`src/rtl/period_meter_if.sv`:
```
// Handshake and result bundle for period_meter: stimulus/control toward the meter,
// measurement results and status back to the requester.
interface period_meter_if #(
    parameter int CNT_W = 20
);
    logic             sig_in;
    logic             start;
    logic             cont;
    logic [CNT_W-1:0] period;
    logic [CNT_W-1:0] high_time;
    logic [2:0]       decade;
    logic             match;
    logic             valid;
    logic             busy;
    logic             timeout;

    modport master (
        output sig_in, start, cont,
        input  period, high_time, decade, match, valid, busy, timeout
    );

    modport slave (
        input  sig_in, start, cont,
        output period, high_time, decade, match, valid, busy, timeout
    );
endinterface

```
`src/rtl/period_meter.sv`:
```
// Measures period and high time of sig_in in clk_in cycles and maps the result onto
// the frequency selector's decade code; single-shot or continuous, with edge timeouts.
module period_meter #(
    parameter int          CNT_W   = 20,
    parameter int unsigned TIMEOUT = 1048575
) (
    input  logic         clk_in,
    input  logic         rst_n,
    period_meter_if.slave bus
);
    localparam int unsigned     WCW     = (TIMEOUT > 1) ? $clog2(TIMEOUT) : 1;
    localparam logic [WCW-1:0]  WLIM    = WCW'(TIMEOUT - 1);
    localparam logic [CNT_W-1:0] CNT_MAX = '1;
    localparam int unsigned     DEC_P [7] = '{2, 10, 100, 1000, 10000, 100000, 1000000};

    typedef enum logic [1:0] {IDLE, ARM, MEASURE} state_t;

    state_t           r_state;
    logic             r_s1, r_s2, r_s3;
    logic [WCW-1:0]   r_wcnt;
    logic [CNT_W-1:0] r_cnt;
    logic [CNT_W-1:0] r_hi_cap;
    logic             r_fell;
    logic [CNT_W-1:0] r_period;
    logic [CNT_W-1:0] r_high_time;
    logic [2:0]       r_decade;
    logic             r_match;
    logic             r_valid;
    logic             r_busy;
    logic             r_timeout;

    logic w_rise, w_fall, w_cnt_to;

    assign w_rise   = r_s2 & ~r_s3;
    assign w_fall   = ~r_s2 & r_s3;
    assign w_cnt_to = (32'(r_cnt) >= TIMEOUT);

    // Returns {match, decade}; only an exact 50% duty at a decade period matches.
    function automatic logic [3:0] classify(input logic [CNT_W-1:0] p, input logic [CNT_W-1:0] h);
        logic [3:0] res;
        res = {1'b0, 3'd7};
        for (int k = 0; k < 7; k++)
            if (32'(p) == DEC_P[k] && 32'(h) == DEC_P[k] / 2)
                res = {1'b1, 3'(k)};
        return res;
    endfunction

    always_ff @(posedge clk_in) begin
        if (!rst_n) begin
            r_state     <= IDLE;
            r_s1        <= 1'b0;
            r_s2        <= 1'b0;
            r_s3        <= 1'b0;
            r_wcnt      <= '0;
            r_cnt       <= '0;
            r_hi_cap    <= '0;
            r_fell      <= 1'b0;
            r_period    <= '0;
            r_high_time <= '0;
            r_decade    <= 3'd0;
            r_match     <= 1'b0;
            r_valid     <= 1'b0;
            r_busy      <= 1'b0;
            r_timeout   <= 1'b0;
        end else begin
            r_s1      <= bus.sig_in;
            r_s2      <= r_s1;
            r_s3      <= r_s2;
            r_valid   <= 1'b0;
            r_timeout <= 1'b0;
            case (r_state)
                IDLE: begin
                    if (bus.start) begin
                        r_state <= ARM;
                        r_wcnt  <= '0;
                        r_busy  <= 1'b1;
                    end
                end
                ARM: begin
                    if (w_rise) begin
                        r_state  <= MEASURE;
                        r_cnt    <= CNT_W'(1);
                        r_hi_cap <= '0;
                        r_fell   <= 1'b0;
                    end else if (r_wcnt == WLIM) begin
                        r_state   <= IDLE;
                        r_timeout <= 1'b1;
                        r_busy    <= 1'b0;
                    end else begin
                        r_wcnt <= r_wcnt + 1'b1;
                    end
                end
                MEASURE: begin
                    if (w_rise) begin
                        r_period               <= r_cnt;
                        r_high_time            <= r_hi_cap;
                        {r_match, r_decade}    <= classify(r_cnt, r_hi_cap);
                        r_valid                <= 1'b1;
                        // The closing edge doubles as the next opening edge in continuous mode.
                        r_cnt                  <= CNT_W'(1);
                        r_hi_cap               <= '0;
                        r_fell                 <= 1'b0;
                        if (!bus.cont) begin
                            r_state <= IDLE;
                            r_busy  <= 1'b0;
                        end
                    end else if (w_cnt_to) begin
                        r_state   <= IDLE;
                        r_timeout <= 1'b1;
                        r_busy    <= 1'b0;
                    end else begin
                        if (r_cnt != CNT_MAX)
                            r_cnt <= r_cnt + 1'b1;
                        if (w_fall && !r_fell) begin
                            r_hi_cap <= r_cnt;
                            r_fell   <= 1'b1;
                        end
                    end
                end
                default: r_state <= IDLE;
            endcase
        end
    end

    assign bus.period    = r_period;
    assign bus.high_time = r_high_time;
    assign bus.decade    = r_decade;
    assign bus.match     = r_match;
    assign bus.valid     = r_valid;
    assign bus.busy      = r_busy;
    assign bus.timeout   = r_timeout;
endmodule
```
`src/flat_wrapper.sv`:
```
// flat-port wrapper written by rule: the top's interface ports become plain ports
module period_meter_flat 
#(
    parameter int          CNT_W   = 20,
    parameter int unsigned TIMEOUT = 1048575
)
  (clk_in, rst_n, bus_sig_in, bus_start, bus_cont, bus_period, bus_high_time, bus_decade, bus_match, bus_valid, bus_busy, bus_timeout);
  period_meter_if #(.CNT_W(CNT_W)) bus_i ();
  input  logic clk_in;
  input  logic rst_n;
  input wire logic [$bits(bus_i.sig_in)-1:0] bus_sig_in;
  input wire logic [$bits(bus_i.start)-1:0] bus_start;
  input wire logic [$bits(bus_i.cont)-1:0] bus_cont;
  output wire logic [$bits(bus_i.period)-1:0] bus_period;
  output wire logic [$bits(bus_i.high_time)-1:0] bus_high_time;
  output wire logic [$bits(bus_i.decade)-1:0] bus_decade;
  output wire logic [$bits(bus_i.match)-1:0] bus_match;
  output wire logic [$bits(bus_i.valid)-1:0] bus_valid;
  output wire logic [$bits(bus_i.busy)-1:0] bus_busy;
  output wire logic [$bits(bus_i.timeout)-1:0] bus_timeout;
  assign bus_i.sig_in = bus_sig_in;
  assign bus_i.start = bus_start;
  assign bus_i.cont = bus_cont;
  assign bus_period = bus_i.period;
  assign bus_high_time = bus_i.high_time;
  assign bus_decade = bus_i.decade;
  assign bus_match = bus_i.match;
  assign bus_valid = bus_i.valid;
  assign bus_busy = bus_i.busy;
  assign bus_timeout = bus_i.timeout;
  period_meter #(.CNT_W(CNT_W), .TIMEOUT(TIMEOUT)) u_core (.clk_in(clk_in), .rst_n(rst_n), .bus(bus_i));
endmodule
```
`config.mk`:
```
export PLATFORM = sky130hd
export DESIGN_NAME = period_meter_flat
export DESIGN_NICKNAME = d
export VERILOG_FILES = /design/src/rtl/period_meter_if.sv /design/src/rtl/period_meter.sv /design/src/flat_wrapper.sv
export SDC_FILE = /design/constraint.sdc
export NUM_CORES = 1
export LEC_CHECK = 0
export CAP_MARGIN = 20
export CORE_MARGIN = 5
export CORE_UTILIZATION = 25
export CTS_BUF_LIST = sky130_fd_sc_hd__clkbuf_8
export CTS_CLUSTER_SIZE = 8
export DETAILED_ROUTE_END_ITERATION = 10
export PLACE_DENSITY = 0.53
export SYNTH_ARGS = -nofsm -noshare
export SYNTH_HDL_FRONTEND = slang
export SYNTH_SLANG_ARGS = --single-unit
```
`constraint.sdc`:
```
create_clock -name clk_in -period 2.6 [get_ports clk_in]
set_input_delay 0.52 -clock clk_in [delete_from_list [all_inputs] [get_ports clk_in]]
set_output_delay 0.52 -clock clk_in [all_outputs]
set_load 0.1 [all_outputs]
```
======== Word level (Yosys, flattened, before mapping) ========
Index checks and enable logic that the tools add are counted.
storage, ports and cells
  flip-flop bits (word level) ............. 113
  bits of input ports ..................... 5
  output and inout bits ................... 47
  logic and storage cells ................. 117
cells by class
  $add $sub $neg .......................... 2
  $lt $le $gt $ge ......................... 1
  equal/unequal tests ..................... 29
  muxes and demuxes ....................... 46
  bitwise operators ....................... 4
  reduce and logical (&&, ||, !) cells .... 20
operators by type and width
  cell                                                                      number
  20-bit 2-to-1 mux                                                         11
  20-bit case mux with 2 select lines                                       3
  20-bit by 1-bit adder with 20-bit output (second input constant)          2
  20-bit == test (second input constant)                                    2
  4-bit 2-to-1 mux                                                          7
  20-bit by 1-bit == test with 1-bit output (second input constant)         1
  20-bit by 10-bit == test with 1-bit output (second input constant)        1
  20-bit by 13-bit == test with 1-bit output (second input constant)        1
  20-bit by 14-bit == test with 1-bit output (second input constant)        1
  20-bit by 16-bit == test with 1-bit output (second input constant)        1
  20-bit by 17-bit == test with 1-bit output (second input constant)        1
  20-bit by 19-bit == test with 1-bit output (second input constant)        1
  20-bit by 2-bit == test with 1-bit output (second input constant)         1
  20-bit by 3-bit == test with 1-bit output (second input constant)         1
  20-bit by 4-bit == test with 1-bit output (second input constant)         1
  20-bit by 6-bit == test with 1-bit output (second input constant)         1
  20-bit by 7-bit == test with 1-bit output (second input constant)         1
  20-bit by 9-bit == test with 1-bit output (second input constant)         1
  20-bit greater-or-equal comparator (second input constant)                1
  20-bit inequality test (second input constant)                            1
  4-bit AND reduction                                                       4
  1-bit 2-to-1 mux                                                          15
  2-bit 2-to-1 mux                                                          6
  3-bit by 1-bit inequality test with 1-bit output (second input constant)  4
  18 further kinds                                                          33

======== Longest topological paths before layout ========
  depth in word-level cells ............... 9
  gate-level depth with buffers ........... 9
  gate-level depth less buffers ........... 8

======== Worst setup path after synthesis ========
Ideal clock, no wire load.
  path type ............................... reg-to-reg
  from .................................... reg u_core.r_cnt[3]
  to ...................................... reg u_core.r_decade[0], in the netlist u_core.bus.decade[0]
  library setup time ...................... 0.116 ns
  data arrival time ....................... 1.983 ns
  required time ........................... 2.484 ns
  setup slack ............................. 0.501 ns
  stages on the path, launching flop included .. 7
  buffers on the path ..................... 1
  clock period less this slack ............ 2.099 ns
  cell sequence ........................... dfxtp_1 -> buf_6 -> or4_4 -> or4_4 -> o41ai_1 -> a21oi_1 -> a31o_2
on the way
  word-level cells in the longest chain between the ends .. 9
  elaborated cells on any way between the ends .. 21
  classes of those cells .................. 7 x eq/ne; 7 x mux; 7 x reduce/logical
ends and longest elaborated chain
  item                                       line                 RTL
  from (decl)                                period_meter.sv:21   logic [CNT_W-1:0] r_cnt;
  from (signal assigned)                     period_meter.sv:113  r_cnt <= r_cnt + 1'b1;
  20-bit by 2-bit == test with 1-bit output  period_meter.sv:43   if (32'(p) == DEC_P[k] && 32'(h) == DEC_P[k] / 2)
  1-bit logical AND                          period_meter.sv:43
  4-bit 2-to-1 mux (6 in series)             period_meter.sv:43
  4-bit 2-to-1 mux *                         period_meter.sv:43
  to (signal assigned)                       period_meter.sv:97   {r_match, r_decade} <= classify(r_cnt, r_hi_cap);
  to (decl)                                  period_meter.sv:26   logic [2:0] r_decade;
Every way passes the cells marked *; elsewhere a longest branch is shown, timed or not.
A chain may end at the register's enable or synchronous reset.

======== Worst setup path after layout ========
  from .................................... reg u_core.r_state[0]
  to ...................................... reg u_core.r_hi_cap[1]
on the way
  word-level cells in the longest chain between the ends .. 3
  elaborated cells on any way between the ends .. 8
  classes of those cells .................. 5 x eq/ne; 1 x mux; 2 x reduce/logical
ends and longest elaborated chain
  item                                                                                             line                 RTL
  from (decl)                                                                                      period_meter.sv:18   state_t r_state;
  from (signal assigned)                                                                           period_meter.sv:50   r_state <= IDLE;
  from (signal assigned)                                                                           period_meter.sv:74   r_state <= ARM;
  from (signal assigned)                                                                           period_meter.sv:81   r_state <= MEASURE;
  2-bit == test / 2-bit by 1-bit == test with 1-bit output (equally long branches)                 period_meter.sv:71   case (r_state)
  3-bit by 2-bit inequality test with 1-bit output (no source line), or another cell as far along  --
  4-bit AND reduction (no source line)                                                             --
  to (signal assigned)                                                                             period_meter.sv:115  r_hi_cap <= r_cnt;
  to (decl)                                                                                        period_meter.sv:22   logic [CNT_W-1:0] r_hi_cap;
Parallel ways exist; a longest one is shown, timed or not.

==> out/metrics.yaml <==
syn2layout_area_growth_pct: 21.8
drt_pass1_iterations: 5
synth_seq_cells: 113
tns_ns: 0
hold_path_depth: 1
path_clk_slew_ns: 0.07
r2r-start: "u_core.r_state[0]"
port_buffers: 51
setup_viol: 0
drc: 0
synthArstFlopShare_pct: 0
report.final.slew_viol_count: 0
r2r_setup_slack_ns: 0.37
cts-resized-gates: 0
min_from: "u_core.r_s1"
final_core_util_pct: 30.8
insertion_delay_ns: 0.43
initial_utilization_pct: 25.2
ys_seq_area_share_pct: 44.6
crit_arrival_ns: 2.54
grt-ovfl-total: 0
die_h_um: 152
status: "completed"
grtUsageMet1_pct: 16.0
hpwl_mm: 10.0
slew_headroom_pct: 60.4
die_w_um: 152
hold_path_end: "u_core.r_s2"
yosysWarnings: 0
syn_inst: 630
wire_per_inst_um: 14.6
rsz0062_at_grt: "no"
reg2regPathDepth: 7
cts_htree_levels: 4
ys_types: 52
end_kind: "register"
met3_usage_pct: 3.64
grtUsageTotal_pct: 12.1
die-area_um2: 23300
cts_tree: "yes"
cts_root_buf: "clkbuf_8"
coreArea_um2: 20100
clkSinkCount: 113
muxShareOfSynthArea_pct: 0.838
syn_nets: 644
startpoint_type: "register"
grt_pass1_vias: 4311
finalNetCount: 695
n_antenna_cell: 0
leakagePower_nw: 2.11
num_io_pins: 52
fin_hold_ws_ns: 0.438
gp_congestion: 0.865
irDropWorstVdd_mv: 0.370
grt_util_met2_pct: 18.8
worst_pin_slew_ns: 0.595
synthAdderAreaFrac_pct: 2.22
power.density_nw_per_um2: 581
grt_max_degree: 53
avgSynthCellArea_um2: 8.06
synth_edf_count: 0
synth_xor_area_share_pct: 6.21
synth-compound-area-share_pct: 11.6
top_usage_layer: "met2"
placed_cells: 932
syn-cell-area_um2: 5080
drt-total-wl_mm: 14.0
cts_hold_buffers: 0
finClkSkew_ns: 0.0129
clk_path_buf_depth: 2
numCtsBuffers: 17
fmax_mhz: 448
synth_top_family_by_area: "simple AND/OR/NAND/NOR gates"
post_drt_via_cell_ratio: 4.72
post_cts_buffers: 0
required_ns: 2.91
layout.cells.non_filler: 964
crit_type: "reg2reg"
drive_above_1_share_pct: 16.3
min_period_ns: 2.23
synth_simple_gate_area_share_pct: 30.0
timing.rr.end: "u_core.r_hi_cap[1]"
ant_nets: 0
antenna_found_initial: 0
num_rows: 52
grt_pass1_wl_mm: 23.1
cp_max_fo: 42
maxCapViolCount: 0
detail_route.iter0.violations: 359
period_share_pct: 85.8
finalHoldViolations: 0
vias: 4550
yosys_most_used_dff: "dfxtp_1"
hold_class: "reg2reg"
-- how the worst max path moves through the flow --
stage	slack, ns	startpoint	cells past startpoint	endpoint
5_1_grt	0.17	u_core.r_state[1]	7	u_core.r_hi_cap[1]
6_report	0.37	u_core.r_state[0]	7	u_core.r_hi_cap[1]
3_5_place_dp	0.29	bus_start	7	u_core.r_wcnt[17]
4_1_cts	0.40	u_core.r_state[0]	7	u_core.r_hi_cap[1]
3_3_place_gp	0.31	bus_start	7	u_core.r_wcnt[13]
2_1_floorplan	0.50	u_core.r_cnt[3]	6	u_core.bus.decade[0]
-- report_power, final --
part           internal, W  switching (W)
sequential         0.00174      0.0000161
clock             0.000775       0.000774
combinational    0.0000831       0.000197
-- through the flow --
step                      total power (W)  area [µm²]  worst slack (ns)
final                             0.00359        6180             0.369
after global routing              0.00376        6180             0.167
after CTS                         0.00365        6180             0.405
after detailed placement          0.00208        5820             0.292
after global placement            0.00208        5820             0.305
after floorplan                   0.00200        5080             0.501
-- placed cells by master, fill, tap and decap left out, drive strengths merged, types with 17 or more instances in the layout --
master | Yosys | final
clkbuf | 29 | 18
xnor2 | 17 | 17
nand4 | 23 | 23
inv | 13 | 18
o21ai | 27 | 27
nand3 | 60 | 60
nor3 | 18 | 18
nor2 | 55 | 55
buf | 12 | 70
a21oi | 48 | 48
dfxtp | 113 | 113
xor2 | 19 | 19
nand2 | 106 | 106
-- logic make-up after synthesis --
kind of cell,count (synthesis)
compound gates,97
xor+xnor,36
fa+ha+maj,9
buf+inv,54
flops,113
mux,4
simple gates,317
-- synth_stat cells (all sizes together), types with 2 or more instances --
| master | instances | area (µm²) |
|---|---|---|
| dfxtp | 113 | 2260 |
| or3 | 5 | 31.3 |
| o41ai | 4 | 53.8 |
| xor2 | 19 | 166 |
| nor2 | 55 | 206 |
| nor3 | 18 | 90.1 |
| mux2 | 2 | 22.5 |
| xnor2 | 17 | 149 |
| nand2 | 106 | 398 |
| o21ai | 27 | 135 |
| or2 | 3 | 18.8 |
| mux2i | 2 | 20.0 |
| and2 | 11 | 68.8 |
| nand3 | 60 | 300 |
| nor4 | 15 | 93.8 |
| nand4 | 23 | 144 |
| or4 | 3 | 30.0 |
| a211oi | 3 | 22.5 |
| inv | 13 | 48.8 |
| and3 | 2 | 12.5 |
| and4 | 4 | 36.3 |
| a21oi | 48 | 240 |
| nand2b | 3 | 18.8 |
| nand3b | 2 | 15.0 |
| clkbuf | 29 | 109 |
| nor2b | 2 | 12.5 |
| ha | 9 | 113 |
| buf | 12 | 71.3 |
| a31o | 3 | 26.3 |
-- layout make-up --
type	instances	area (µm²)
timing repair buffer	73	578
fill	2170	13900
clock inverter	14	119
multi-input combinational	463	2590
clock buffer	18	248
sequential	113	2260
inverter	13	48.8
tap	270	338
-- worst max-delay path, cell delays in order (launching register included) --
cell and delay [ns]:
dfxtp_1 0.39, inv_1 0.08, ha_1 0.34, a21boi_0 0.37, o31a_1 0.37, o21ai_2 0.12
buf_12 0.18, o41ai_1 0.26
-- flip-flops by register name, indices dropped and copies added (netlist names) --
| register | flops |
|---|---|
| u_core.r_s1 | 1 |
| u_core.bus.match | 1 |
| u_core.r_s2 | 1 |
| u_core.bus.busy | 1 |
| u_core.bus.high_time | 20 |
| u_core.bus.timeout | 1 |
| u_core.r_state | 2 |
| u_core.r_hi_cap | 20 |
| u_core.bus.period | 20 |
| u_core.bus.decade | 3 |
| u_core.r_fell | 1 |
| u_core.bus.valid | 1 |
| u_core.r_cnt | 20 |
| u_core.r_wcnt | 20 |
| u_core.r_s3 | 1 |
-- metal layers --
layer	up-vias	part of all wire, %
met2	107	44
met5	-	0
met1	2126	48
met3	19	5.2
li1	2298	-
met4	0	1.8
No activity file was read; power rests on OpenSTA's default activity.
